**src/rtl/serial2tcp_loopback_fifo.sv**
```systemverilog
// serial2tcp_loopback_fifo: ready/valid loopback FIFO that transforms words on write and counts transfers
module serial2tcp_loopback_fifo #(
  parameter int DATA_WIDTH = 8,
  parameter int DEPTH = 16,
  parameter int MODE = 0,
  parameter logic [DATA_WIDTH-1:0] XOR_MASK = '1
) (
  input  logic                    sys_clk,
  input  logic                    sys_rst,
  input  logic                    flush,
  input  logic                    serial2tcp_sink_valid,
  output logic                    serial2tcp_sink_ready,
  input  logic [DATA_WIDTH-1:0]   serial2tcp_sink_data,
  output logic                    serial2tcp_source_valid,
  input  logic                    serial2tcp_source_ready,
  output logic [DATA_WIDTH-1:0]   serial2tcp_source_data,
  output logic [$clog2(DEPTH):0]  level,
  output logic [31:0]             rx_count,
  output logic [31:0]             tx_count
);
  localparam int AW = $clog2(DEPTH);
  logic [DATA_WIDTH-1:0] mem [DEPTH];
  logic [AW-1:0] wr_ptr, rd_ptr;
  logic push, pop;
  logic [DATA_WIDTH-1:0] xf;
  // Handshakes from registered state only; a flushed edge neither pushes nor pops
  always_comb begin
    serial2tcp_sink_ready = (level != (AW+1)'(DEPTH)) && !flush && !sys_rst;
    serial2tcp_source_valid = (level != '0) && !sys_rst;
    serial2tcp_source_data = mem[rd_ptr];
    push = serial2tcp_sink_valid && serial2tcp_sink_ready;
    pop = serial2tcp_source_valid && serial2tcp_source_ready && !flush;
    xf = MODE == 1 ? serial2tcp_sink_data ^ XOR_MASK :
         MODE == 2 ? serial2tcp_sink_data + DATA_WIDTH'(1) : serial2tcp_sink_data;
  end
  // Storage holds already-transformed words and needs no reset
  always_ff @(posedge sys_clk) begin
    if (push) mem[wr_ptr] <= xf;
  end
  // Pointers, occupancy and transfer counters
  always_ff @(posedge sys_clk) begin
    if (sys_rst) begin
      wr_ptr <= '0;
      rd_ptr <= '0;
      level <= '0;
      rx_count <= '0;
      tx_count <= '0;
    end else begin
      if (push) rx_count <= rx_count + 32'd1;
      if (pop) tx_count <= tx_count + 32'd1;
      if (flush) begin
        wr_ptr <= '0;
        rd_ptr <= '0;
        level <= '0;
      end else begin
        wr_ptr <= wr_ptr + AW'(push);
        rd_ptr <= rd_ptr + AW'(pop);
        level <= level + (AW+1)'(push) - (AW+1)'(pop);
      end
    end
  end
endmodule

```
**config.mk**
```make
export PLATFORM = sky130hd
export DESIGN_NAME = serial2tcp_loopback_fifo
export DESIGN_NICKNAME = d
export VERILOG_FILES = /design/src/rtl/serial2tcp_loopback_fifo.sv
export SDC_FILE = /design/constraint.sdc
export NUM_CORES = 1
export LEC_CHECK = 0
export ABC_CLOCK_PERIOD_IN_PS = 2600
export BUFFER_PORTS_ARGS = -buffer_cell sky130_fd_sc_hd__clkbuf_2
export CAP_MARGIN = 25
export CORE_ASPECT_RATIO = 2
export CORE_UTILIZATION = 25
export CTS_BUF_LIST = sky130_fd_sc_hd__clkbuf_4
export DETAILED_ROUTE_END_ITERATION = 12
export SYNTH_ARGS = -nofsm -noshare
export SYNTH_HDL_FRONTEND = slang
export SYNTH_SLANG_ARGS = --single-unit
export TNS_END_PERCENT = 10
```
**constraint.sdc**
```tcl
create_clock -name sys_clk -period 2.6 [get_ports sys_clk]
set_input_delay 0.39 -clock sys_clk [delete_from_list [all_inputs] [get_ports sys_clk]]
set_output_delay 0.39 -clock sys_clk [all_outputs]
set_load 0.03 [all_outputs]
```
---- Word level (Yosys, flattened, before mapping) ----
Memories as Yosys holds them, arrays and structs flattened. A register that Yosys moved wholly into a read port is not among the register bits.
Cells that the tools add are included.
word-level totals
  RAM bits ................................ 128
  ROM bits ................................ 0
  register bits after elaboration ......... 77
  latch bits .............................. 0
  memories kept ........................... 1
  input bits .............................. 13
operators by class
  $lt $le $gt $ge ......................... 0
  add/subtract/negate cells ............... 6
  bitwise gates (word level) .............. 0
  shifts and indexed selects .............. 0
  divide/modulo/power cells ............... 0
  mux-type cells .......................... 3
  multipliers ............................. 0
  reductions and logical operators ........ 10
  equality and inequality tests ........... 1
memory list
  memory  depth  width  rd ports  clocked after Yosys merged registers in  wr ports  line  RTL
  mem     16     8      1         1                                        1         22    logic [DATA_WIDTH-1:0] mem [DEPTH];
operators by type and width
  kind                                            count
  adder 32 x 1 -> 32 bit (second input constant)  2
  adder 4 x 1 -> 4 bit                            2
  logical AND 1 bit                               6
  adder 5 x 1 -> 5 bit                            1
  != test 5 bit (second input constant)           1
  nonzero test 5 bit                              1
  subtractor 5 x 1 -> 5 bit                       1
  2-to-1 mux 4 bit                                1
  logical NOT 1 bit                               2
  2-to-1 mux 1 bit                                2
  OR reduction 2 bit                              1

---- Longest topological paths before layout ----
Gate-level depths: netlist of run 1.
  word-level depth ........................ 6
  depth in mapped cells ................... 14
  depth with buffers taken out ............ 14

---- Least setup slack after synthesis of run 1 ----
OpenSTA, ideal clock, no wires.
  path type ............................... register to register
  from .................................... register level[2]
  to ...................................... register level[4]
  setup time .............................. 0.119 ns
  path slack .............................. -0.355 ns
  arrival time ............................ 2.836 ns
  stages on the path, launching flop included .. 15
  path buffers ............................ 0
  cells stage by stage .................... dfxtp_1 inv_1 ha_1 a31o_1 inv_1 nand2_1 ha_1 inv_1 ha_1 fa_1 a21oi_1 nor2_1 nor2_1 xnor2_1 nor2_1
on the way
  longest elaborated chain between the ends .. 6
RTL lines
  item                            line  RTL
  from (decl)                     17    output logic [$clog2(DEPTH):0] level,
  from (signal assigned)          58    level <= level + (AW+1)'(push) - (AW+1)'(pop);
  != test 5 bit                   28    serial2tcp_sink_ready = (level != (AW+1)'(DEPTH)) && !flush && !sys_rst;
  logical AND 1 bit (2 in a row)  28
  via serial2tcp_sink_ready       12    output logic serial2tcp_sink_ready,
  logical AND 1 bit               31    push = serial2tcp_sink_valid && serial2tcp_sink_ready;
  adder 5 x 1 -> 5 bit            58
  subtractor 5 x 1 -> 5 bit       58
The timed path passes the listed nets, and every way through them passes these cells.
A chain may end at the register's enable or synchronous reset.

==> key figures, run 1 <==
Outcome
  – Result of the run: complete, but fails checks
  – Violations in the final reports: negative setup slack

Synthesis
  – Sequential share of the synthesized area: a little over three fifths
  – Area share of and/or/nand/nor cells after synthesis: between 10 and 15%
  – Fraction of the mapped netlist area in compound gates: less than 1%
  – Post-synth EDFFs: between 100 and 150
  – Netlist area before placement: about 0.0085 sq mm
  – Adder-Cell Fraction of Synth Area: under 10%
  – YS warnings: 0
  – Cells after Synth: 614
  – Average cell area after synthesis: around 14 sq um
  – Portion of synthesized cell area occupied by the leading cell type: a little under half
  – Count of distinct cell types in the synthesized netlist: 38
  – Area leader, netlist: edfxtp_1
  – Flops & latches, synth: around 210
  – Post-synthesis share of cell area spent on xor and xnor gates: 6.79%
  – Share of synthesized area spent on multiplexers: between 10% and 20%
  – Fraction of registers with async set or reset after synthesis: 0%
  – Total nets after synthesis: 640
  – Main area contributors after synthesis: edfxtp_1 (45%), dfxtp_1 (18%), mux4_2 (11%), nor2_1 (3.8%), xnor2_1 (3.5%)
  – Most used flip-flop cell after synthesis: edfxtp_1
  – Combinational family with the most area after synthesis: simple AND/OR/NAND/NOR gates

Routing
  – Total length of routed wires: around 21,000 um
  – First drt pass iteration count: 4
  – Antenna Violating Nets Remaining: 0
  – DRC violation count after routing: 0
  – Routed wirelength normalized by instance count: 17.0 um
  – Average vias per placed instance: ~4.4
  – Iter 0 DRT Violations: approximately 200
  – Count of vias placed by the detailed router: 5,485

Worst hold path
  – Worst min-delay path class: primary input to register

Timing
  – Final period util: 112%
  – Slew Viols, Final: 0
  – Tightest Pin Transition: approximately 0.74 ns
  – Hold Vio Cnt, Final: 0
  – Setup repair after global routing missed its margin: yes
  – Worst setup margin: -0.312 ns
  – Post-layout minimum cycle time: about 2.9 ns
  – WHS: 0.102 ns
  – Slew HR: 50.6%
  – Fmax: 343 MHz
  – Clock tree skew after final layout: 0.0808 ns
  – Final count of negative-setup-slack endpoints: 8

Cells and area
  – Post-route insts no fill: 1,239
  – Sequential cell area: 0.00540 sq mm
  – Total of fill cells in the finished design: between 3,000 and 4,000
  – Layout cell share with drive strength beyond 1: between 30% and 40%
  – Share of the core filled with cells in the final layout: a little under a third
  – Area delta synth->final: 23.5%
  – Final #Nets: around 800
  – Area used by multi-input combinational logic: 0.00297 sq mm

Floorplan
  – Core ar.: between 0.03 and 0.04 sq mm
  – Die outline area: 0.0348 sq mm
  – Site row count: 95
  – Initial cell density of the core: approximately a quarter
  – Top-Level Pins: 92
  – Floorplan die height: between 200 and 300 um
  – Floorplan die width: approximately 130 um

Power
  – Leak Pwr: between 3 and 4 nW
  – NetSw: ~0.0014 W
  – Sequential fraction of design power: a little under three fifths
  – Worst-case vdd ir drop: between 0.0002 and 0.0003 V
  – Part of the total power dissipated in combinational logic: about 2.9%
  – Power after layout: between 0.006 and 0.007 W
  – Fraction of power consumed by the clock network: 41.4%
  – Internal power summed over all cells: 0.00476 W
  – Power Density: slightly below 600 mW/mm^2
  – Sw frac: between 20% and 30%

Critical path
  – Longest individual stage delay on the worst path: roughly 0.5 ns
  – Crit path kind: register to output pin
  – Slowest stage cell, crit path: mux4_2
  – Worst path required time: between 2 and 2.5 ns
  – Most common cell type on the critical path: mux4_2
  – CP Max Fanout: 7
  – Worst EP arrival: between 2 and 3 ns
  – Crit path capture type: output pin
  – Register-to-register path setup slack: 0.23 ns
  – Cells along the critical path: buf_12 -> buf_16 -> mux4_2 -> mux4_2 -> buf_8
  – CP Launch Type: register

GRT
  – Number of global-route vias before repair: 5,829
  – Remaining global-route overflow: 0
  – Pin count of the biggest net entering global routing: 67
  – Antenna violations before repair: 1
  – First-pass GRT wire length: around 33,000 um
  – Global routing usage summed across all routing layers: roughly 13%

Clock network
  – Clk pin slew, worst setup/hold paths: 0.06 ns
  – H-tree depth: 2
  – TritonCTS Buffers: 48
  – Root buf cell: clkbuf_4
  – Hold-fix buffers, CTS: 0
  – Sink Count: 205
  – CTS tree: built
  – Insertion delay to the later sink of the worst-skew pair: 0.70 ns
  – Maximum number of buffers from clock root to sink: 3

Placement
  – Cell count after placement: 1,150
  – Number of buffers added on ports: 91
  – HPWL after detailed placement: approximately 15,000 um
  – GPL Wtd Cong: around 0.75

Flow run
  – Max Cap Violations: 0
[area by class of cell]
class / count / area share [%]
sequential: 205 / 51.4
multi-input combinational: 364 / 28.2
timing repair buffer: 134 / 8.95
tap: 436 / 5.19
clock buffer: 63 / 4.50
clock inverter: 22 / 1.24
inverter: 14 / 0.524
antenna: 1 / 0.0238
[repair_timing]
item	CTS	global route
endpoints found under the setup margin	8	9
gates resized for setup	19	11
cloned	2	0
setup buffers	2	0
[synth_stat cells (all sizes together), types with 9 or more instances]
cell / number
and2: 9
buf: 9
clkbuf: 22
dfxtp: 77
edfxtp: 128
ha: 12
inv: 14
mux4: 40
nand2: 20
nand3: 29
nand4: 26
nor2: 87
nor3: 13
nor4: 19
xnor2: 34
xor2: 32
[cell families (layout without fill, tap and decap cells)]
| logic type | count (synthesis) | in the layout |
|---|---|---|
| other | 0 | 1 |
| adder cells (fa/ha/maj) | 13 | 13 |
| AND/OR/NAND/NOR | 232 | 232 |
| flip-flops | 205 | 205 |
| buffers and inverters | 45 | 233 |
| XOR/XNOR | 66 | 66 |
| multiplexers | 42 | 42 |
| AO/OA/AOI/OAI | 11 | 11 |
[final timing paths]
kind,start,end,cells past startpoint
setup reg to reg,level[2]$_SDFF_PP0_,level[4]$_SDFF_PP0_,14
setup / recovery,rd_ptr[0]$_SDFF_PP0_,serial2tcp_source_data[3],5
hold / removal,flush,level[0]$_SDFF_PP0_,3
hold reg to reg,rx_count[31]$_SDFFE_PP0P_,rx_count[31]$_SDFFE_PP0P_,2
[layer usage]
layer | share of wire [%] | up-vias | GRT usage [%]
met5 | 0 | - | 0
met4 | 4.3 | 0 | 7.15
met3 | 3.1 | 57 | 2.10
met2 | 60 | 113 | 25.6
met1 | 33 | 2704 | 11.1
li1 | - | 2611 | -
[power groups by stage]
stage               clock, W  combinational, W  sequential (W)
finish               0.00257          0.000178         0.00346
global route         0.00282          0.000196         0.00346
CTS                  0.00269          0.000183         0.00346
detailed placement         0          0.000174         0.00353
global placement           0          0.000170         0.00353
floorplan                  0         0.0000789         0.00354
[registers in the layout, indices dropped and copies added (netlist names)]
signal / flops
level: 5
mem: 128
rd_ptr: 4
rx_count: 32
tx_count: 32
wr_ptr: 4
[placed cells by master (no fill, tap or decap), types with 6 or more instances in the layout]
cell      synthesis  layout
and2_1            9       9
clkbuf_2          0      83
xnor2_1          34      34
edfxtp_1        128     128
nand4_1          26      26
clkbuf_4          0      63
clkinv_1          0      13
xor2_1           32      32
nand3_1          29      29
nor4_1           18      18
nor3_1           13      13
dfxtp_1          77      73
mux4_2           40      40
buf_8             0       8
nor2_1           87      87
nand2_1          20      20
buf_4             2      37
inv_1            14      13
and4_1            6       6
ha_1             12      11
[stage by stage]
stage | cell area, sq um | setup TNS [ns] | worst slack, ns
2_1_floorplan | 8540 | 0 | 0.00325
3_3_place_gp | 9750 | 0 | 0.0105
4_1_cts | 10500 | -3.41 | -0.452
3_5_place_dp | 9750 | -0.0110 | -0.0110
6_report | 10500 | -2.34 | -0.312
5_1_grt | 10500 | -3.38 | -0.444
[critical path: cells and delay by family, from the launching register on]
family	cells	cell delay [ns]
flops	1	0.42
mux	2	0.99
buf+inv	3	0.40
Note: power is estimated with default switching activity, not from simulation.
==> inputs of run 2 (changes only) <==
--- a/config.mk
+++ b/config.mk
@@ -12,6 +12,7 @@
 export CORE_UTILIZATION = 25
 export CTS_BUF_LIST = sky130_fd_sc_hd__clkbuf_4
 export DETAILED_ROUTE_END_ITERATION = 12
+export SKIP_LAST_GASP = 1
 export SYNTH_ARGS = -nofsm -noshare
 export SYNTH_HDL_FRONTEND = slang
 export SYNTH_SLANG_ARGS = --single-unit
==> run 2 against run 1 <==
- the run still ends with negative setup slack left
- combinational power fell by 2%
- cell count barely moved
- setup slack improved by 0.0082 ns
- largest power group unchanged
- highest routed layer unchanged
- hold slack improved by 0.0035 ns
- count of clock-buffer cells in the layout did not move
- via count fell by 0.13%
- non-clock buffer count fell by 1
- power barely moved
==> key figures, run 2 (synthesis gave the netlist of run 1 again) <==
Floorplan
  – Initial cell density of the core: 25.4% (unchanged)
  – Floorplan die width: 132 um (unchanged)
  – Top-Level Pins: 92 (unchanged)
  – Floorplan die height: 263 um (unchanged)
  – Die outline area: 0.0348 sq mm (unchanged)
  – Site row count: 95 (unchanged)
  – Core ar.: 0.0335 sq mm (unchanged)

Timing
  – Fmax: 344 MHz (+0.28%)
  – Final count of negative-setup-slack endpoints: 8 (unchanged)
  – Slew Viols, Final: 0 (unchanged)
  – WHS: 0.105 ns (+0.00345 ns)
  – Tightest Pin Transition: 0.740 ns (-0.00102 ns)
  – Clock tree skew after final layout: 0.0801 ns (-0.000722 ns)
  – Worst setup margin: -0.303 ns (+0.00824 ns)
  – Slew HR: 50.7% (+0.068 points)
  – Hold Vio Cnt, Final: 0 (unchanged)
  – Setup repair after global routing missed its margin: yes
  – Post-layout minimum cycle time: 2.90 ns (-0.00824 ns)
  – Final period util: 112% (-0.32 points)

Power
  – Power Density: 593 mW/mm^2 (+0.48%)
  – Leak Pwr: 3.63 nW (-0.48%)
  – Power after layout: 0.00620 W (about the same)
  – Worst-case vdd ir drop: 0.000271 V (about the same)

Clock network
  – TritonCTS Buffers: 48 (unchanged)
  – CTS tree: built
  – H-tree depth: 2 (unchanged)
  – Root buf cell: clkbuf_4
  – Insertion delay to the later sink of the worst-skew pair: 0.70 ns (about the same)
  – Sink Count: 205 (unchanged)
  – Maximum number of buffers from clock root to sink: 3 (unchanged)
  – Hold-fix buffers, CTS: 0 (unchanged)
  – Clk pin slew, worst setup/hold paths: 0.06 ns (about the same)

Cells and area
  – Commonest non-fill, non-tap cells in the layout: edfxtp_1 (128), nor2_1 (87), clkbuf_2 (83)
  – Register containing the most flip-flops in the final layout: mem
  – Layout cell share with drive strength beyond 1: 32.5% (-0.46 points)
  – Area delta synth->final: 22.8%
  – Most common cell after layout, fill and taps aside: edfxtp_1
  – Final #Nets: 792 (-0.13%)
  – Flip-flop count of the largest register after layout: 128 (unchanged)
  – Post-Layout Inst Area: 0.0105 sq mm (-0.57%)
  – Leading registers by flop count: mem x128, rx_count x32, tx_count x32

Worst hold path
  – Cells on Worst Hold Path: 3 (unchanged)
  – Hold Crit Start: flush
  – Hold worst-path end: level[0]$_SDFF_PP0_
  – Worst min-delay path class: primary input to register

GRT
  – Number of global-route vias before repair: 5,835 (+0.10%)
  – Antenna violations before repair: 1 (unchanged)
  – Pin count of the biggest net entering global routing: 67 (unchanged)
  – First-pass GRT wire length: 33,000 um (about the same)
  – Remaining global-route overflow: 0 (unchanged)
  – Global routing usage summed across all routing layers: 12.5% (about the same)

Routing
  – Average vias per placed instance: 4.42 (about the same)
  – DRC violation count after routing: 0 (unchanged)
  – First drt pass iteration count: 4 (unchanged)
  – Iter 0 DRT Violations: 178 (-9.2%)
  – Total length of routed wires: 21,000 um (-0.12%)
  – Routed wirelength normalized by instance count: 17.0 um (about the same)
  – Count of vias placed by the detailed router: 5,478 (-0.13%)
  – Antenna Violating Nets Remaining: 0 (unchanged)

Placement
  – HPWL after detailed placement: 15,100 um (unchanged)
  – Number of buffers added on ports: 91 (unchanged)
  – Worst setup timing slack at the placement stage: -0.0110 ns (unchanged)
  – GPL Wtd Cong: 0.751 (unchanged)
  – Post-Place Cell Area: 0.00975 sq mm (unchanged)

Critical path
  – CP Max Fanout: 8 (+1)
  – Crit path kind: register to output pin
  – Worst EP arrival: 2.51 ns (about the same)
  – Worst path required time: 2.21 ns (about the same)
  – Reg2reg path depth: 14 (unchanged)
  – Terminus of the critical flop-to-flop path: level[4]$_SDFF_PP0_
  – Register-to-register path setup slack: 0.13 ns (-0.10 ns)
  – CP Launch Type: register
  – Beginning of the worst register-to-register path: level[2]$_SDFF_PP0_
  – Crit path capture type: output pin

Flow run
  – Max Cap Violations: 0 (unchanged)

Outcome
  – Result of the run: complete, but fails checks
  – Violations in the final reports: negative setup slack
## run 2: final cells by class
| class | instances | area, sq um |
|---|---|---|
| fill | 3413 | 23100 |
| tap | 436 | 546 |
| sequential | 205 | 5400 |
| clock inverter | 22 | 130 |
| multi-input combinational | 364 | 2960 |
| clock buffer | 63 | 473 |
| inverter | 14 | 55.1 |
| timing repair buffer | 133 | 890 |
| antenna | 1 | 2.50 |
## run 2: metal layers
layer	track usage [%]	up-vias	share of wire [%]
met2	25.6	111	60
li1	-	2611	-
met4	7.15	0	4.4
met5	0	-	0
met1	11.1	2699	33
met3	2.12	57	3.3
## run 2: worst max-delay path, cell delays in order (launching register included)
cell and delay (ns):
dfxtp_4 0.42, buf_12 0.16, mux4_2 0.52, mux4_2 0.55
buf_8 0.17
## run 2: worst max path at each step
stage | startpoint | endpoint | slack, ns
finish | rd_ptr[0]$_SDFF_PP0_ | serial2tcp_source_data[2] | -0.30
global route | rd_ptr[0]$_SDFF_PP0_ | serial2tcp_source_data[7] | -0.43
CTS | rd_ptr[0]$_SDFF_PP0_ | serial2tcp_source_data[2] | -0.45
detailed placement | sys_rst | level[4]$_SDFF_PP0_ | -0.01
global placement | sys_rst | level[4]$_SDFF_PP0_ | 0.01
floorplan | level[0]$_SDFF_PP0_ | level[4]$_SDFF_PP0_ | 0.003
## run 2: through the flow
step | util [%] | TNS [ns] | cells
5_1_grt | 31.2 | -3.26 | 1238
2_1_floorplan | - | 0 | 614
3_3_place_gp | 29.1 | 0 | 1150
4_1_cts | 31.3 | -3.46 | 1239
6_report | 31.2 | -2.22 | 1238
3_5_place_dp | 29.1 | -0.0110 | 1150
## run 2: repair_timing
action                     in CTS  in global routing
gates cloned                    2                  0
setup endpoints to repair       8                  9
gates resized for setup        12                 13
buffers inserted                2                  0
pin swaps                       0                  0
## run 2: where the power goes
group,total [W],switching (W),internal [W]
Sequential,0.00346,0.00000557,0.00345
Clock,0.00257,0.00132,0.00125
Combinational,0.000174,0.000117,0.0000569
Total,0.00620,0.00144,0.00476
